===== src/rtl/gpu_uniform_loader.sv =====
// gpu_uniform_loader: parses host command words (header + data) and issues
// single-cycle uniform writes for the 4x4 matrix and viewport registers.
// Holds uni_lock from header acceptance until the command completes so the
// pipeline front-end never sees uniforms change under in-flight primitives.
// Optional feature: define UNIFORM_LOADER_STATS_EN to enable the cmd_count
// completed-command counter; otherwise cmd_count is tied to zero.
module gpu_uniform_loader #(
  parameter int unsigned     W        = 32,
  parameter int unsigned     AW       = 8,
  parameter logic [AW-1:0]   MAX_ADDR = AW'(8'h11),
  parameter logic [W-1:0]    FX_ONE   = W'(32'h10000)
) (
  input  logic          CLK,
  input  logic          rst,
  input  logic          cmd_valid,
  output logic          cmd_ready,
  input  logic [31:0]   cmd_data,
  input  logic          pipe_busy,
  output logic          uni_lock,
  output logic          u_we,
  output logic [AW-1:0] u_addr,
  output logic [W-1:0]  u_data,
  output logic          busy,
  output logic          err,
  input  logic          err_clr,
  output logic [15:0]   cmd_count
);

  localparam int unsigned OPW  = 4;
  localparam int unsigned CNTW = 8;
  localparam int unsigned VPW  = 16;

  localparam logic [OPW-1:0] OP_NOP           = 4'd0;
  localparam logic [OPW-1:0] OP_WRITE_BLOCK   = 4'd1;
  localparam logic [OPW-1:0] OP_SET_VIEWPORT  = 4'd2;
  localparam logic [OPW-1:0] OP_LOAD_IDENTITY = 4'd3;

  localparam logic [AW-1:0] VP_W_ADDR = AW'(8'h10);
  localparam logic [AW-1:0] VP_H_ADDR = AW'(8'h11);

  typedef enum logic [2:0] {
    S_IDLE,
    S_WAIT_IDLE,
    S_DATA,
    S_VP,
    S_IDENT,
    S_DONE
  } state_t;

  state_t          state_q, state_d;
  logic [OPW-1:0]  op_q, op_d;
  logic [AW-1:0]   base_q, base_d;
  logic [CNTW-1:0] count_q, count_d;
  logic [CNTW-1:0] idx_q, idx_d;
  logic            vp_hi_q, vp_hi_d;
  logic [VPW-1:0]  vp_word_q, vp_word_d;

  logic            cmd_ready_q, cmd_ready_d;
  logic            uni_lock_q, uni_lock_d;
  logic            busy_q, busy_d;
  logic            u_we_q, u_we_d;
  logic [AW-1:0]   u_addr_q, u_addr_d;
  logic [W-1:0]    u_data_q, u_data_d;
  logic            err_q, err_d;

  logic            accept;
  logic [AW-1:0]   blk_addr;
  logic            wr_req;
  logic [AW-1:0]   wr_a;
  logic [W-1:0]    wr_v;
  logic            err_set;
  logic            hdr_unused;

  // Reserved header bits carry no meaning for this block.
  assign hdr_unused = ^cmd_data[27:16];

  assign accept   = cmd_valid & cmd_ready_q;
  assign blk_addr = base_q + AW'(idx_q);

  // State and registered-output update.
  always_ff @(posedge CLK) begin
    if (rst) begin
      state_q     <= S_IDLE;
      op_q        <= OP_NOP;
      base_q      <= '0;
      count_q     <= '0;
      idx_q       <= '0;
      vp_hi_q     <= 1'b0;
      vp_word_q   <= '0;
      cmd_ready_q <= 1'b1;
      uni_lock_q  <= 1'b0;
      busy_q      <= 1'b0;
      u_we_q      <= 1'b0;
      u_addr_q    <= '0;
      u_data_q    <= '0;
      err_q       <= 1'b0;
    end else begin
      state_q     <= state_d;
      op_q        <= op_d;
      base_q      <= base_d;
      count_q     <= count_d;
      idx_q       <= idx_d;
      vp_hi_q     <= vp_hi_d;
      vp_word_q   <= vp_word_d;
      cmd_ready_q <= cmd_ready_d;
      uni_lock_q  <= uni_lock_d;
      busy_q      <= busy_d;
      u_we_q      <= u_we_d;
      u_addr_q    <= u_addr_d;
      u_data_q    <= u_data_d;
      err_q       <= err_d;
    end
  end

  // Next-state, write-request and output decode.
  always_comb begin
    state_d   = state_q;
    op_d      = op_q;
    base_d    = base_q;
    count_d   = count_q;
    idx_d     = idx_q;
    vp_hi_d   = vp_hi_q;
    vp_word_d = vp_word_q;
    wr_req    = 1'b0;
    wr_a      = '0;
    wr_v      = '0;
    err_set   = 1'b0;
    u_we_d    = 1'b0;
    u_addr_d  = u_addr_q;
    u_data_d  = u_data_q;

    case (state_q)
      S_IDLE: begin
        if (accept) begin
          op_d    = cmd_data[31:28];
          base_d  = AW'(cmd_data[15:8]);
          count_d = cmd_data[7:0];
          idx_d   = '0;
          vp_hi_d = 1'b0;
          case (cmd_data[31:28])
            OP_NOP: ;
            OP_WRITE_BLOCK: begin
              if (cmd_data[7:0] != 8'd0) state_d = S_WAIT_IDLE;
            end
            OP_SET_VIEWPORT,
            OP_LOAD_IDENTITY: state_d = S_WAIT_IDLE;
            default: err_set = 1'b1;
          endcase
        end
      end

      S_WAIT_IDLE: begin
        if (!pipe_busy) begin
          case (op_q)
            OP_WRITE_BLOCK:  state_d = S_DATA;
            OP_SET_VIEWPORT: state_d = S_VP;
            default:         state_d = S_IDENT;
          endcase
        end
      end

      S_DATA: begin
        if (accept) begin
          wr_req = 1'b1;
          wr_a   = blk_addr;
          wr_v   = W'(cmd_data);
          idx_d  = idx_q + 8'd1;
          if (idx_d == count_q) state_d = S_DONE;
        end
      end

      S_VP: begin
        // Low half written on acceptance, high half on the following cycle.
        if (!vp_hi_q) begin
          if (accept) begin
            wr_req    = 1'b1;
            wr_a      = VP_W_ADDR;
            wr_v      = W'(cmd_data[15:0]);
            vp_word_d = cmd_data[31:16];
            vp_hi_d   = 1'b1;
          end
        end else begin
          wr_req  = 1'b1;
          wr_a    = VP_H_ADDR;
          wr_v    = W'(vp_word_q);
          vp_hi_d = 1'b0;
          state_d = S_DONE;
        end
      end

      S_IDENT: begin
        wr_req = 1'b1;
        wr_a   = AW'(idx_q[3:0]);
        wr_v   = (idx_q[1:0] == idx_q[3:2]) ? FX_ONE : '0;
        idx_d  = idx_q + 8'd1;
        if (idx_q == 8'd15) state_d = S_DONE;
      end

      S_DONE: state_d = S_IDLE;

      default: state_d = S_IDLE;
    endcase

    // Out-of-range writes are dropped but the word is still consumed.
    if (wr_req) begin
      if (wr_a > MAX_ADDR) begin
        err_set = 1'b1;
      end else begin
        u_we_d   = 1'b1;
        u_addr_d = wr_a;
        u_data_d = wr_v;
      end
    end

    err_d       = (err_q & ~err_clr) | err_set;
    cmd_ready_d = (state_d == S_IDLE) || (state_d == S_DATA) ||
                  ((state_d == S_VP) && !vp_hi_d);
    uni_lock_d  = (state_d != S_IDLE);
    busy_d      = (state_d != S_IDLE);
  end

  assign cmd_ready = cmd_ready_q;
  assign uni_lock  = uni_lock_q;
  assign busy      = busy_q;
  assign u_we      = u_we_q;
  assign u_addr    = u_addr_q;
  assign u_data    = u_data_q;
  assign err       = err_q;

`ifdef UNIFORM_LOADER_STATS_EN
  logic [15:0] cmd_count_q;

  // Completed non-NOP commands; wraps naturally.
  always_ff @(posedge CLK) begin
    if (rst) begin
      cmd_count_q <= '0;
    end else if (state_q == S_DONE) begin
      cmd_count_q <= cmd_count_q + 16'd1;
    end
  end

  assign cmd_count = cmd_count_q;
`else
  assign cmd_count = '0;
`endif

endmodule


===== config.mk =====
export PLATFORM = sky130hd
export DESIGN_NAME = gpu_uniform_loader
export DESIGN_NICKNAME = d
export VERILOG_FILES = /design/src/rtl/gpu_uniform_loader.sv
export SDC_FILE = /design/constraint.sdc
export NUM_CORES = 1
export LEC_CHECK = 0
export CORE_UTILIZATION = 48
export CTS_BUF_LIST = sky130_fd_sc_hd__clkbuf_2 sky130_fd_sc_hd__clkbuf_4 sky130_fd_sc_hd__clkbuf_8
export DETAILED_ROUTE_END_ITERATION = 16
export MAX_ROUTING_LAYER = met4
export PLACE_DENSITY_LB_ADDON = 0.2
export SYNTH_ARGS = -nofsm -noshare
export SYNTH_HDL_FRONTEND = slang
export SYNTH_SLANG_ARGS = --single-unit

===== constraint.sdc =====
create_clock -name CLK -period 2.9 [get_ports CLK]
set_clock_uncertainty 0.2 [all_clocks]
set_input_delay 0.58 -clock CLK [delete_from_list [all_inputs] [get_ports CLK]]
set_output_delay 0.58 -clock CLK [all_outputs]
set_load 0.05 [all_outputs]

==> out/qor.csv <==
stage,metric,value,unit
yosys,ys_types,60,
detailed_routing,wl_per_cell,17.9,um
detailed_routing,first_iter_violations,328,
yosys,synth_ff_type,dfxtp_1,
cells_and_area,area_delta_synth_final,27.5,%
yosys,synth_enable_flop_cells,0,
detailed_routing,vias_per_cell,5.85,
yosys,syn_avg_cell_area,8.15,um2
sta,setup_viol,0,
pwr,leakage,0.00204,uW
cells_and_area,diodes,0,
die,num_io_pins,98,
yosys,ys_seq_elements,92,
setup_path,cp-start-kind,register,
sta,setup_slack,0.128,ns
cells_and_area,fillCellCount,856,
min_path,hold_class,reg2reg,
die,rows,35,
grt,grt_max_degree,47,
setup_path,setup.worst_path.class,reg2reg,
yosys,ys_seq_area_share,39.9,%
cells_and_area,drive_gt1_share,12.7,%
yosys,synth_top_cells_by_area,"dfxtp_1 (40%), a21oi_1 (9.8%), nand2_1 (6.8%), o21ai_0 (4.0%), buf_4 (3.1%)",
yosys,synth_top_area_cell,dfxtp_1,
setup_path,cp-end-kind,register,
clock_tree,numCtsBuffers,9,
yosys,yosys_warnings,0,
grt,grt-ovfl-total,0,
die,core-area,0.00928,mm2
grt,grt_pass1_wl,21800,um
yosys,synthDominantCellAreaShare,39.9,%
setup_path,r2r-start,base_q[0],
sta,fin_crit,2.77,ns
sta,slew_headroom,65.1,%
die,start_util,49.7,%
sta,finalMaxSlewViolations,0,
sta,post-route-period-util,95.6,%
pwr,power-per-cell-area,456,mW/mm2
yosys,synth_most_common_cell,dfxtp_1,
clock_tree,cts_buffer_depth,2,
sta,fmax,361,MHz
detailed_routing,drt_pass1_iterations,5,
grt,antenna_found_initial,0,
detailed_routing,vias,4586,
setup_path,critPathLaunch,base_q[0],
sta,final_hold_viol_count,0,
clock_tree,root_buffer,clkbuf_8,
place,dp_hpwl,9590,um
die,die_w,100,um
yosys,synth_async_sr_flop_share,0,%
pwr,peakVddDrop,365,uV
sta,worstMarginPinSlew,0.522,ns
detailed_routing,postRouteAntennaNets,0,
sta,whs,0.265,ns
place,pre_cts_slack,-0.0212,ns
setup_path,arrival,2.85,ns
yosys,synthTopCellsByCount,"dfxtp_1 (92), a21oi_1 (90), nand2_1 (84)",
setup_path,worstPathMaxFanout,25,
die,die_area,0.0100,mm2
setup_path,r2r_setup_slack,0.13,ns
cells_and_area,fin_nets,696,
detailed_routing,drt-total-wl,14000,um
grt,grt_usage,28.7,%
detailed_routing,drcViolationCount,0,
yosys,syn_inst,566,
place,place.gp.congestion,0.939,
die,die_y,100,um
clock_tree,cts.reportedPaths.clkPinSlew,0.10,ns
min_path,hp-start,op_q[2],
clock_tree,htreeDepth,3,
grt,grt_pass1_vias,4321,
clock_tree,clock_sinks,92,
setup_path,required,2.98,ns
clock_tree,cts_tree,yes,
status,status,"complete, no violations",
job,cap_violations,0,
yosys,netlist_area,0.00461,mm2
clock_tree,insertion_delay,0.36,ns
place,port_buffers,81,
## critical path, stage by stage (launching register included)
cell      delay [ns]
dfxtp_2         0.34
ha_2            0.20
inv_1           0.07
fa_2            0.25
nor2b_4         0.05
o31a_1          0.27
o21a_1          0.20
or3_1           0.40
nand4_2         0.13
buf_4           0.14
nor2_4          0.04
buf_12          0.17
a211oi_1        0.22
## power breakdown
part	internal, uW	switching (uW)	leakage [uW]	total (uW)
logic	151	263	0.00119	414
clock network	418	517	0.000101	936
registers	1300	31.7	0.000746	1330
## cell usage in the layout, fill, tap and decap left out, types with 10 or more instances in the layout
| master | count |
|---|---|
| a22oi_1 | 17 |
| a211oi_1 | 16 |
| a21oi_1 | 90 |
| xnor2_1 | 10 |
| clkdlybuf4s50_1 | 80 |
| o21ai_0 | 36 |
| conb_1 | 16 |
| nand2_1 | 84 |
| buf_4 | 31 |
| nand4_1 | 16 |
| nor2_1 | 25 |
| dfxtp_1 | 91 |
## metal layers
metal  routed length (um)  GRT usage, %  vias to the layer above  share of wire, %
li1                     -             -                     2155                 -
met1                 6070          35.9                     2225                43
met2                 6730          48.2                      174                48
met3                  877          3.13                       32               6.2
met4                  371          10.3                        0               2.6
met5                    0             -                        -                 0
## timing repair
item / 4_1_cts / 5_1_grt
hold buffers: 0 / 0
endpoints found under the setup margin: 1 / 41
resized for setup: 0 / 9
pin swaps: 1 / 2
setup buffers: 1 / 0
gates cloned: 0 / 1
## logic make-up (layout without fill, tap and decap cells)
| group | after synthesis | after routing | share of synthesized area (%) |
|---|---|---|---|
| compound gates | 194 | 194 | 25.8 |
| buf+inv | 67 | 141 | 8.03 |
| flops | 92 | 92 | 39.9 |
| fa+ha+maj | 9 | 9 | 2.61 |
| xor+xnor | 16 | 16 | 3.04 |
| other cells | 1 | 16 | 0.0813 |
| simple gates | 185 | 185 | 20.0 |
| mux | 2 | 2 | 0.461 |
## registers in the layout, indices dropped and copies added (netlist names)
register and count:
op_q 4, u_data 32, state_q 3, count_q 8, busy 1, u_we 1, base_q 8, idx_q 8
u_addr 8, vp_word_q 16, cmd_ready 1, err 1, vp_hi_q 1
## area by class of cell
cell class / count / area [um2] / share of cell area, %
timing repair buffer: 117 / 1140 / 19.5
clock inverter: 7 / 90.1 / 1.53
multi-input combinational: 422 / 2480 / 42.3
tap: 129 / 161 / 2.75
sequential: 92 / 1840 / 31.4
inverter: 8 / 30.0 / 0.511
clock buffer: 9 / 124 / 2.11
## metrics by stage
| stage | area [um2] | instances | power (uW) | TNS [ns] | utilization, % |
|---|---|---|---|---|---|
| CTS | 5830 | 783 | 2680 | 0 | 62.7 |
| global placement | 5600 | 766 | 1760 | 0 | 60.4 |
| finish | 5880 | 784 | 2680 | 0 | 63.3 |
| detailed placement | 5600 | 766 | 1760 | -0.0212 | 60.4 |
| floorplan | 4670 | 581 | 1620 | 0 | - |
| global route | 5880 | 784 | 2760 | -0.00119 | 63.3 |
## path summary, 6_finish.rpt
kind / endpoint / depth (start not counted)
worst min-delay path: op_q[2] / 2
worst max register to register: u_data[9] / 12
worst max-delay path: u_data[9] / 12
worst min register to register: op_q[2] / 2
No activity file was read; power rests on OpenSTA's default activity.
==> RTL edit 1, RTL diff (config.mk and constraints unchanged) <==
Encoding of `state_t`: now Gray code (3 bits for 6 states).
--- a/src/rtl/gpu_uniform_loader.sv
+++ b/src/rtl/gpu_uniform_loader.sv
@@ -41,8 +41,8 @@
   typedef enum logic [2:0] {
-    S_IDLE,
-    S_WAIT_IDLE,
-    S_DATA,
-    S_VP,
-    S_IDENT,
-    S_DONE
+    S_IDLE      = 3'b000,
+    S_WAIT_IDLE = 3'b001,
+    S_DATA      = 3'b011,
+    S_VP        = 3'b010,
+    S_IDENT     = 3'b110,
+    S_DONE      = 3'b111
   } state_t;
Formal check against the unedited RTL: no difference found for any inputs over 4 cycles, from zero or initial values and one cycle with rst high; so few cycles prove little.
==> RTL edit 1 against the unedited design <==
- hold slack lost 0.0016 ns
- sequential cell count unchanged
- synthesized area grew 4.5%
- first-iteration DRC count decreased by 17%
- power decreased by 6.3%
- routed wire length down 11%
- setup slack got worse by 0.022 ns
- cell area rose by 3.3%
- sequential share of layout area down 1.0 points
- critical path type unchanged
- critical endpoint is now u_data[0]$_SDFFE_PP0P_
==> RTL edit 1: results (changes against the unedited design) <==
Min-Delay Startpoint: vp_word_q[1]$_SDFFE_PP0P_
Top post-synthesis cells by count: dfxtp_1, nand2_1, a21oi_1
Register area share after synthesis: 38.2% (-1.7 points)
Sequential cell area: 1840 um^2 (about the same)
Signal inverters: 20 (+12)
P_leak: 2.49 nW (+22%)
GRT Total Usage: 25.7% (-3.0 points)
Peak supply drop: 248 uV (-32%)
Mux cell area share after synthesis: 7.04% (+6.6 points)
Nets: 703 (+1.0%)
Met3 usage: 4.24% (+1.1 points)
Hold EP: vp_word_q[1]$_SDFFE_PP0P_
R2R Setup Slk: 0.11 ns (-0.02 ns)
Die area: 10400 um^2 (+4.4%)
Status: complete, no violations
Post-Place Cell Area: 5780 um^2 (+3.1%)
First-pass GRT wire length: 19800 um (-9.2%)
Post-synth cell types: 61 (+1.7%)
Avg Vias per Cell: 5.39 (-7.8%)
Initial DRC count: 272 (-17%)
Internal Pwr Total: 1.82 mW (-2.8%)
Layout cells sized above 1: 12.6% (-0.12 points)
CP max stage cell: fa_2
Non-clock buffer share: 18.9% (-0.58 points)
Post-CTS Setup Bufs: 0 (-1)
Comb power frac: 12.9% (-2.5 points)
Post-synthesis compound-gate area fraction: 17.3% (-8.6 points)
Synthesized area per cell: 8.38 um^2 (+2.8%)
Routed length on met3: 716 um (-18%)
Relative slew margins: 50.4% (-15 points)
CP Max Fanout: 5 (-80%)
DP Cell Count: 775 (+1.2%)
WL met2: 5930 um (-12%)
Met1 wire length: 5670 um (-6.6%)
Area contributors post-synth: dfxtp_1, nand2_1, mux2_4, a21oi_1, nor2b_1
Vias in the first global route: 4040 (-6.5%)
Gpl congestion: 0.912 (-2.8%)
[RTL edit 1: cell types whose count changed after synthesis, sizes merged, moves of 12 or more]
| cell | change |
|---|---|
| a211oi | -23 |
| a21oi | -42 |
| inv | +12 |
| mux2 | +21 |
| nand4 | -15 |
| nor2 | +23 |
| nor2b | +33 |
| o21ai | -25 |
| o2bb2ai | +15 |
[RTL edit 1: how the worst max path moves through the flow]
stage	end	cells past startpoint	from	slack, ns
after floorplan	u_data[10]$_SDFFE_PP0P_	9	idx_q[0]$_SDFFE_PP0P_	0.29
after global placement	u_data[1]$_SDFFE_PP0P_	8	cmd_valid	-0.07
after detailed placement	u_data[1]$_SDFFE_PP0P_	8	cmd_valid	-0.13
after CTS	u_data[0]$_SDFFE_PP0P_	9	base_q[0]$_SDFFE_PP0P_	0.03
after global routing	u_data[1]$_SDFFE_PP0P_	11	base_q[0]$_SDFFE_PP0P_	0.007
final	u_data[0]$_SDFFE_PP0P_	11	base_q[0]$_SDFFE_PP0P_	0.11
==> RTL edit 2, RTL diff (config.mk and constraints unchanged) <==
Without the edit above. Add a define of `UNIFORM_LOADER_STATS_EN`.
--- a/src/rtl/gpu_uniform_loader.sv
+++ b/src/rtl/gpu_uniform_loader.sv
@@ -6,2 +6,4 @@
 // completed-command counter; otherwise cmd_count is tied to zero.
+`define UNIFORM_LOADER_STATS_EN
+
 module gpu_uniform_loader #(
Check against the original RTL: not equivalent (a bounded check fails within 10 cycles, from zero or initial values and one cycle with rst high).
==> RTL edit 2 against the unedited design <==
- synthesized area increased by 9.6%
- routed wire length increased by 3.5%
- sequential cell count increased by 16
- cell area grew 14%
- sequential power increased by 16%
- die area grew 9.4%
- power increased by 12%
- clock power grew 15%
- setup slack worse by 0.12 ns
- count of clock-buffer cells in the layout is 1 higher
- critical path depth decreased by 1
- largest cell class unchanged
==> RTL edit 2: results (changes against the unedited design) <==
Status: complete, no violations
Crit path DAT: 2.96 ns (+0.11 ns)
Drt first pass iters: 4 (-1)
First-pass GRT wire length: 22800 um (+4.4%)
Gpl congestion: 0.897 (-4.4%)
Top post-synthesis cells by count: dfxtp_1, nand2_1, a21oi_1
P_leak: 2.39 nW (+18%)
Worst-Margin Slew: 0.579 ns (+0.0572 ns)
Post-synth cell types: 60 (unchanged)
Final WL: 14500 um (+3.5%)
Dpl hpwl: 10200 um (+6.7%)
Register area share after synthesis: 42.8% (+2.8 points)
Syn_nets: 636
CP max stage cell: or3_4
GRT Total Usage: 26.9% (-1.8 points)
Avg Vias per Cell: 5.79 (-1.0%)
FILL cells: 892 (+4.2%)
CP Max Fanout: 6 (-76%)
Nets: 739 (+6.2%)
Internal Pwr Total: 2.20 mW (+18%)
Ant. Diodes: 0 (unchanged)
Peak supply drop: 278 uV (-24%)
Largest net degree at the start of global routing: 85 (+81%)
Port Buffers: 97 (+20%)
Initial DRC count: 234 (-29%)
CP max stage delay: 0.39 ns
YS warnings: 0 (unchanged)
H-tree depth: 3 (unchanged)
Layout cells sized above 1: 13.5% (+0.81 points)
Vias in the first global route: 4671 (+8.1%)
Top_reg_cell synth: dfxtp_1
Area contributors post-synth: dfxtp_1, a21oi_1, nand2_1, a211oi_1, xor2_1
Clock root buffer: clkbuf_8
Latest clock arrival within the worst-skew pair: 0.38 ns (+0.02 ns)
Initial antenna violation count: 0 (unchanged)
## RTL edit 2: cell type report
class | instances | share of cell area, %
Tap cell | 136 | 2.53
Clock buffer | 10 | 1.96
Multi-Input combinational cell | 428 | 41.1
Timing Repair Buffer | 139 | 20.2
Clock inverter | 6 | 1.56
Inverter | 6 | 0.335
Sequential cell | 108 | 32.3
## RTL edit 2: per-layer routing
layer	vias up	routed length (um)	GRT usage [%]
li1	2319	-	-
met1	2323	6260	32.8
met2	144	7180	44.4
met3	37	616	3.24
met4	0	471	13.0
met5	-	0	-
## RTL edit 2: tightest hold or removal path, cell delays in order (launching register included)
cell and delay [ns]:
dfxtp_1 0.33, nand2_1 0.05, a21oi_1 0.05
## RTL edit 2: worst paths after layout
path                                                start                        end  slack, ns  depth (start not counted)
worst min register to register  vp_word_q[0]$_SDFFE_PP0P_  vp_word_q[0]$_SDFFE_PP0P_       0.27                          2
worst max register to register     base_q[2]$_SDFFE_PP0P_    u_data[15]$_SDFFE_PP0P_      0.007                         11
worst min-delay path            vp_word_q[0]$_SDFFE_PP0P_  vp_word_q[0]$_SDFFE_PP0P_       0.27                          2
worst max-delay path               base_q[2]$_SDFFE_PP0P_    u_data[15]$_SDFFE_PP0P_      0.007                         11
## RTL edit 2: repair_timing
action                                  4_1_cts  5_1_grt
setup buffers                                 3        2
pin swaps                                     3       11
gates resized for setup                      11       25
endpoints found under the setup margin       33       40
cloned                                        3        1
## RTL edit 2: cell families (layout without fill, tap and decap cells)
group                    after synthesis  after routing  share of synthesized area, %
AO/OA/AOI/OAI                        182            182                          23.9
XOR/XNOR                              31             31                          5.37
adder cells (fa/ha/maj)               10             10                          2.63
buffers and inverters                 53            161                          4.83
flip-flops                           108            108                          42.8
multiplexers                           3              3                         0.619
AND/OR/NAND/NOR                      202            202                          19.8
## RTL edit 2: through the flow
stage | TNS [ns] | util (%) | setup WS [ns] | area [um^2] | std cells
2_1_floorplan | 0 | - | 0.132 | 5050 | 589
3_3_place_gp | 0 | 60.9 | 0.00328 | 6260 | 808
3_5_place_dp | -1.98 | 60.9 | -0.0970 | 6260 | 808
4_1_cts | 0 | 63.9 | 0.00386 | 6570 | 830
5_1_grt | -0.812 | 65.4 | -0.0954 | 6720 | 833
6_report | 0 | 65.4 | 0.00711 | 6720 | 833
## RTL edit 2: power by group through the flow
stage          Clock [mW]  Combinational [mW]  Sequential, mW
6_report             1.08               0.381            1.54
5_1_grt              1.15               0.405            1.55
4_1_cts              1.09               0.365            1.54
3_5_place_dp            0               0.361            1.58
3_3_place_gp            0               0.354            1.57
2_1_floorplan           0               0.165            1.61
